===== config.mk =====
export PLATFORM = sky130hd
export DESIGN_NAME = uart_rx
export DESIGN_NICKNAME = d
export VERILOG_FILES = /design/src/rtl/uart_rx_pkg.sv /design/src/rtl/uart_rx_sampler.sv /design/src/rtl/uart_rx.sv
export SDC_FILE = /design/constraint.sdc
export NUM_CORES = 1
export LEC_CHECK = 0
export CORE_MARGIN = 1.5
export CORE_UTILIZATION = 41
export DETAILED_ROUTE_END_ITERATION = 12
export HOLD_SLACK_MARGIN = 0.03
export PLACE_DENSITY = 0.58
export SYNTH_ARGS = -nofsm -noshare
export SYNTH_HDL_FRONTEND = slang
export SYNTH_HIERARCHICAL = 1
export SYNTH_SLANG_ARGS = --single-unit

===== constraint.sdc =====
create_clock -name CLK -period 3.73 [get_ports CLK]
set_input_delay 0.5595 -clock CLK [delete_from_list [all_inputs] [get_ports CLK]]
set_output_delay 0.5595 -clock CLK [all_outputs]
set_load 0.005 [all_outputs]

===== src/rtl/uart_rx_pkg.sv =====
// Shared types and constants for the oversampling UART receiver.
// Optional build macro used by this slice: RX_MAJORITY_EN (2-of-3 bit voting).
package uart_rx_pkg;

  typedef enum logic [2:0] {
    IDLE,
    START,
    DATA,
    PARITY,
    STOP
  } rx_state_e;

  localparam int unsigned PRESCALE_8  = 8;
  localparam int unsigned PRESCALE_16 = 16;
  localparam int unsigned PRESCALE_32 = 32;

  // Parity_type encoding, shared with the transmitter.
  localparam logic PARITY_ODD = 1'b1;

  function automatic logic expected_parity(input logic data_xor, input logic parity_type);
    return (parity_type == PARITY_ODD) ? ~data_xor : data_xor;
  endfunction

endpackage


===== src/rtl/uart_rx_sampler.sv =====
// Bit timing for uart_rx: edge counter, bit counter and bit-value sampling.
// With RX_MAJORITY_EN defined, bits are voted 2-of-3 and strobed one cycle later.
module uart_rx_sampler #(
  parameter int unsigned PRESCALE_W = 6,
  parameter int unsigned BIT_W      = 3
) (
  input  logic                  CLK,
  input  logic                  Reset,
  input  logic                  run,
  input  logic                  count_bits,
  input  logic                  rx_s,
  input  logic [PRESCALE_W-1:0] prescale,
  output logic                  sample_stb,
  output logic                  sample_bit,
  output logic                  bit_end,
  output logic [BIT_W-1:0]      bit_cnt
);

  logic [PRESCALE_W-1:0] edge_cnt;
  logic [PRESCALE_W-1:0] half;
  logic [PRESCALE_W-1:0] last;

  assign half    = prescale >> 1;
  assign last    = prescale - PRESCALE_W'(1);
  assign bit_end = run && (edge_cnt == last);

  always_ff @(posedge CLK) begin
    if (!Reset || !run) begin
      edge_cnt <= '0;
    end else if (edge_cnt == last) begin
      edge_cnt <= '0;
    end else begin
      edge_cnt <= edge_cnt + PRESCALE_W'(1);
    end
  end

  always_ff @(posedge CLK) begin
    if (!Reset || !count_bits) begin
      bit_cnt <= '0;
    end else if (bit_end) begin
      bit_cnt <= bit_cnt + BIT_W'(1);
    end
  end

`ifdef RX_MAJORITY_EN
  // Early samples at P/2-1 and P/2; the third vote is the live value at P/2+1.
  logic [1:0] early;

  always_ff @(posedge CLK) begin
    if (!Reset) begin
      early <= 2'b11;
    end else begin
      if (edge_cnt == half - PRESCALE_W'(1)) early[0] <= rx_s;
      if (edge_cnt == half)                  early[1] <= rx_s;
    end
  end

  assign sample_stb = run && (edge_cnt == half + PRESCALE_W'(1));
  assign sample_bit = (early[0] & early[1]) | (early[0] & rx_s) | (early[1] & rx_s);
`else
  assign sample_stb = run && (edge_cnt == half);
  assign sample_bit = rx_s;
`endif

endmodule


===== src/rtl/uart_rx.sv =====
// Oversampling UART receiver: start, width data bits LSB first, optional parity, one stop.
// Build macro RX_MAJORITY_EN selects 2-of-3 majority sampling of each bit.
module uart_rx
  import uart_rx_pkg::*;
#(
  parameter int unsigned width      = 8,
  parameter int unsigned PRESCALE_W = 6
) (
  input  logic                  CLK,
  input  logic                  Reset,
  input  logic                  Rx_in,
  input  logic [PRESCALE_W-1:0] Prescale,
  input  logic                  Parity_EN,
  input  logic                  Parity_type,
  output logic [width-1:0]      Data,
  output logic                  Data_valid,
  output logic                  Parity_error,
  output logic                  Stop_error,
  output logic                  Busy
);

  localparam int unsigned BIT_W = (width > 1) ? $clog2(width) : 1;

  rx_state_e             state;
  logic                  rx_meta;
  logic                  rx_s;
  logic [PRESCALE_W-1:0] presc_q;
  logic                  par_en_q;
  logic                  par_type_q;
  logic                  par_err_q;
  logic [width-1:0]      shreg;
  logic                  sample_stb;
  logic                  sample_bit;
  logic                  bit_end;
  logic [BIT_W-1:0]      bit_cnt;

  // Two-flop synchronizer; idle-high line so reset loads 1.
  always_ff @(posedge CLK) begin
    if (!Reset) begin
      rx_meta <= 1'b1;
      rx_s    <= 1'b1;
    end else begin
      rx_meta <= Rx_in;
      rx_s    <= rx_meta;
    end
  end

  uart_rx_sampler #(
    .PRESCALE_W(PRESCALE_W),
    .BIT_W     (BIT_W)
  ) u_sampler (
    .CLK       (CLK),
    .Reset     (Reset),
    .run       (state != IDLE),
    .count_bits(state == DATA),
    .rx_s      (rx_s),
    .prescale  (presc_q),
    .sample_stb(sample_stb),
    .sample_bit(sample_bit),
    .bit_end   (bit_end),
    .bit_cnt   (bit_cnt)
  );

  always_ff @(posedge CLK) begin
    if (!Reset) begin
      state        <= IDLE;
      presc_q      <= '0;
      par_en_q     <= 1'b0;
      par_type_q   <= 1'b0;
      par_err_q    <= 1'b0;
      shreg        <= '0;
      Data         <= '0;
      Data_valid   <= 1'b0;
      Parity_error <= 1'b0;
      Stop_error   <= 1'b0;
      Busy         <= 1'b0;
    end else begin
      Data_valid   <= 1'b0;
      Parity_error <= 1'b0;
      Stop_error   <= 1'b0;
      case (state)
        IDLE: begin
          if (!rx_s) begin
            state      <= START;
            Busy       <= 1'b1;
            presc_q    <= Prescale;
            par_en_q   <= Parity_EN;
            par_type_q <= Parity_type;
            par_err_q  <= 1'b0;
          end
        end
        START: begin
          // A high line at the sample point means the falling edge was noise.
          if (sample_stb && sample_bit) begin
            state <= IDLE;
            Busy  <= 1'b0;
          end else if (bit_end) begin
            state <= DATA;
          end
        end
        DATA: begin
          if (sample_stb) shreg <= {sample_bit, shreg[width-1:1]};
          if (bit_end && (bit_cnt == BIT_W'(width - 1))) begin
            state <= par_en_q ? PARITY : STOP;
          end
        end
        PARITY: begin
          if (sample_stb) par_err_q <= (sample_bit != expected_parity(^shreg, par_type_q));
          if (bit_end) state <= STOP;
        end
        STOP: begin
          // Leave at mid-stop so a back-to-back start edge is not missed.
          if (sample_stb) begin
            state        <= IDLE;
            Busy         <= 1'b0;
            Parity_error <= par_err_q;
            Stop_error   <= ~sample_bit;
            if (!par_err_q && sample_bit) begin
              Data       <= shreg;
              Data_valid <= 1'b1;
            end
          end
        end
        default: state <= IDLE;
      endcase
    end
  end

endmodule


==> key figures <==
Detailed routing
  – Met3 wire len: between 100 and 150 µm
  – Vias per inst: between 4 and 5
  – Final wirelength: 4150 µm
  – Highest routed layer: met4
  – Metal2 WL: approximately 1900 µm
  – Iter 0 DRT Violations: 39
  – Antenna Nets Post-Route: 0
  – WL/cell: 13.1 µm
  – Post-Route M1 WL: 2110 µm
  – Drt pass-1 iters: 4
  – DR vias: about 1600
  – Residual DRC: 0

Min path
  – Hold path depth: 1
  – Min-Delay Path Class: reg2reg

Layout
  – Most frequent cells in the layout: dfxtp_1, nor2_1, nand2_1
  – Cell area after layout: between 2000 and 2500 µm²
  – Final nets: between 200 and 300
  – Number of antenna diodes: 0
  – P&R area growth vs syn: 17.0%
  – Share of cells above drive strength 1: 7.63%
  – Fillers: between 400 and 500
  – Commonest non-fill, non-tap cell in the layout: dfxtp_1
  – Post-Route Utilization: ~50%
  – Multi-input logic area: between 1000 and 1500 µm²
  – Non-Filler Instances: about 320
  – Register area: ~860 µm²

Timing
  – Final worst path period need: 2.93 ns
  – Max Clock Freq: 341 MHz
  – Worst clock skew: 0.0119 ns
  – RSZ-0062 raised after global routing: no
  – Final WS setup: approximately 0.8 ns
  – Worst Tran Pin Value: 0.900 ns
  – WHS: between 0.4 and 0.5 ns
  – Max-slew headroom: about 40%
  – Period utilisation layout: about four fifths
  – Final Setup Violations: 0
  – Final setup TNS: 0 ns
  – Max-slew violations: 0
  – Final Hold Viols: 0

Power and ir drop
  – Leakage power: between 0.8 and 0.9 nW
  – Total power: approximately 840 µW
  – Comb pwr share: 9.2%
  – Reg power frac: between 50% and 60%
  – Max rail drop VDD: 0.202 mV
  – P_sw: ~210 µW
  – Clock power frac: 34.0%
  – Switch share: 24.8%
  – Power density cells: approximately 350 nW/µm²
  – Pint: between 600 and 700 µW

Yosys
  – Post-synthesis sequential area ratio: between 40% and 50%
  – Cells after synthesis: roughly 230
  – Syn Area/Cell: between 9 and 10 µm²
  – Distinct cell type count after synthesis: 49
  – Main synth FF type: dfxtp_1
  – Number of enable flip-flop cells after synthesis: 0
  – Flop and latch count out of synthesis: 43
  – Post-Syn Nets: about 240
  – Mapped Area: 2060 µm²
  – Syn. warnings: 6
  – Synth async-reset ratio: 0%

Critical path
  – CP Depth: 9
  – Delay-heaviest family, CP: simple AND/OR/NAND/NOR gates
  – Setup CP Type: reg2reg
  – Buf+Inv Stages, Crit Path: 2
  – Worst Path Max Fanout: 15
  – Req. time, crit path: ~3.9 ns
  – Cell Chain, Critical Path: or3_4, inv_1, a2111o_1, a2111oi_0, buf_4, and4bb_2, nand3b_1, mux2i_1, nor2_1
  – CP max-delay cell: dfxtp_1
  – Worst path max stage delay: 0.59 ns
  – Crit end category: flip-flop
  – R2r worst-path depth: 9
  – CP Launch Type: flip-flop
  – Arrival time at the worst endpoint: 3.08 ns

Place
  – Placed instance area: approximately 2300 µm²
  – Placed cells: slightly above 300
  – Input/output buffers: 22
  – Gpl congestion: 0.792
  – DP HPWL: 2890 µm
  – Post-Place Setup Slack: roughly 0.74 ns

Global route
  – Largest net degree at the start of global routing: 30
  – Initial antenna violation count: 0
  – Tot GR Track Use: 16.8%
  – Grt ovf: 0
  – First-pass GRT wire length: approximately 7000 µm
  – Vias in the first global route: around 1500

Clock network
  – Hold buffers post-CTS: 0
  – CTS buffer count: 5
  – Clock transition at path regs: ~0.08 ns
  – Clock Path Buffers: 2
  – Clk sinks: 43
  – H-tree levels: 2
  – Post-CTS setup buffers: 0
  – CTS tree: built
  – Cts repair resizes: 0
  – Clock Latency Late Sink: around 0.30 ns
  – CTS root buf: clkbuf_8

Floorplanning
  – I/O pins: 23
  – Cell Rows: 25
  – Core area: between 4000 and 5000 µm²
  – Die Width: roughly 74 µm
  – Full die area: approximately 5500 µm²
  – Die Y: 74.0 µm
  – Initial Util: a little over two fifths

Status
  – Outcome: finished, final reports clean

Job
  – MaxCap Viol Count: 0
## layer usage
metal | track usage, % | vias to the layer above
met5 | 0 | -
met4 | 7.20 | 0
met3 | 3.66 | 6
met2 | 27.0 | 16
met1 | 21.7 | 716
li1 | - | 830
## cell families after synthesis
family | Yosys count | synth area share [%]
muxes | 16 | 7.76
buffers and inverters | 19 | 4.36
xor gates and xnor gates | 22 | 10.0
adders and majority gates | 3 | 1.82
AOI/OAI and AO/OA | 36 | 11.3
and+or+nand+nor | 89 | 23.1
DFF | 43 | 41.7
## worst register-to-register path, delay by kind of cell, from the launching register on
kind                   cells  cell delay, ns
AND/OR/NAND/NOR            4            0.95
AO/OA/AOI/OAI              2            0.67
flip-flops                 1            0.59
buffers and inverters      2            0.30
multiplexers               1            0.29
## final timing paths
| path | from | endpoint | slack [ns] |
|---|---|---|---|
| setup / recovery | state[2] | Data[5] | 0.80 |
| hold / removal | rx_meta | rx_s | 0.42 |
| setup reg to reg | state[2] | Data[5] | 0.80 |
| hold reg to reg | rx_meta | rx_s | 0.42 |
## area by class of cell
class | instances | share of cell area [%]
clock inverters | 2 | 0.570
multi-input cells | 166 | 46.3
repair buffers | 24 | 9.74
clock buffers | 5 | 2.85
inverters | 9 | 1.40
flip-flops and latches | 43 | 35.6
well taps | 67 | 3.47
## power groups by stage
stage	logic [mW]	registers, mW	clock network, mW
floorplan	0.0569	0.482	0
global placement	0.0769	0.488	0
detailed placement	0.0774	0.488	0
CTS	0.0780	0.478	0.296
global route	0.0858	0.479	0.317
finish	0.0773	0.477	0.286
## synth_stat cells (all sizes together), types with 2 or more instances
cell / instances / share of area [%]
nor3b: 2 / 0.97
a21boi: 2 / 0.73
nand4b: 4 / 1.7
xnor2: 17 / 7.2
nand2: 23 / 4.2
nand3: 5 / 1.2
buf: 6 / 1.9
dfxtp: 43 / 42
ha: 3 / 1.8
clkbuf: 4 / 0.79
and4b: 2 / 0.97
nand4: 2 / 0.61
o31ai: 3 / 1.1
mux2i: 16 / 7.8
or3: 2 / 1.1
or2: 4 / 1.2
nand2b: 5 / 1.5
o211ai: 2 / 0.73
nor2: 28 / 5.1
or4: 2 / 0.91
nand3b: 3 / 1.1
inv: 9 / 1.6
a21oi: 16 / 3.9
o21ai: 3 / 0.73
xor2: 4 / 1.7
## sequential cells by signal, summed over array words and instances, names as in the netlist
name                count
Data                    8
shreg                   8
presc_q                 6
u_sampler/edge_cnt      6
state                   3
u_sampler/bit_cnt       3
Busy                    1
Data_valid              1
Parity_error            1
Stop_error              1
par_en_q                1
par_err_q               1
par_type_q              1
rx_meta                 1
rx_s                    1
Note: power is estimated with default switching activity, not from simulation.
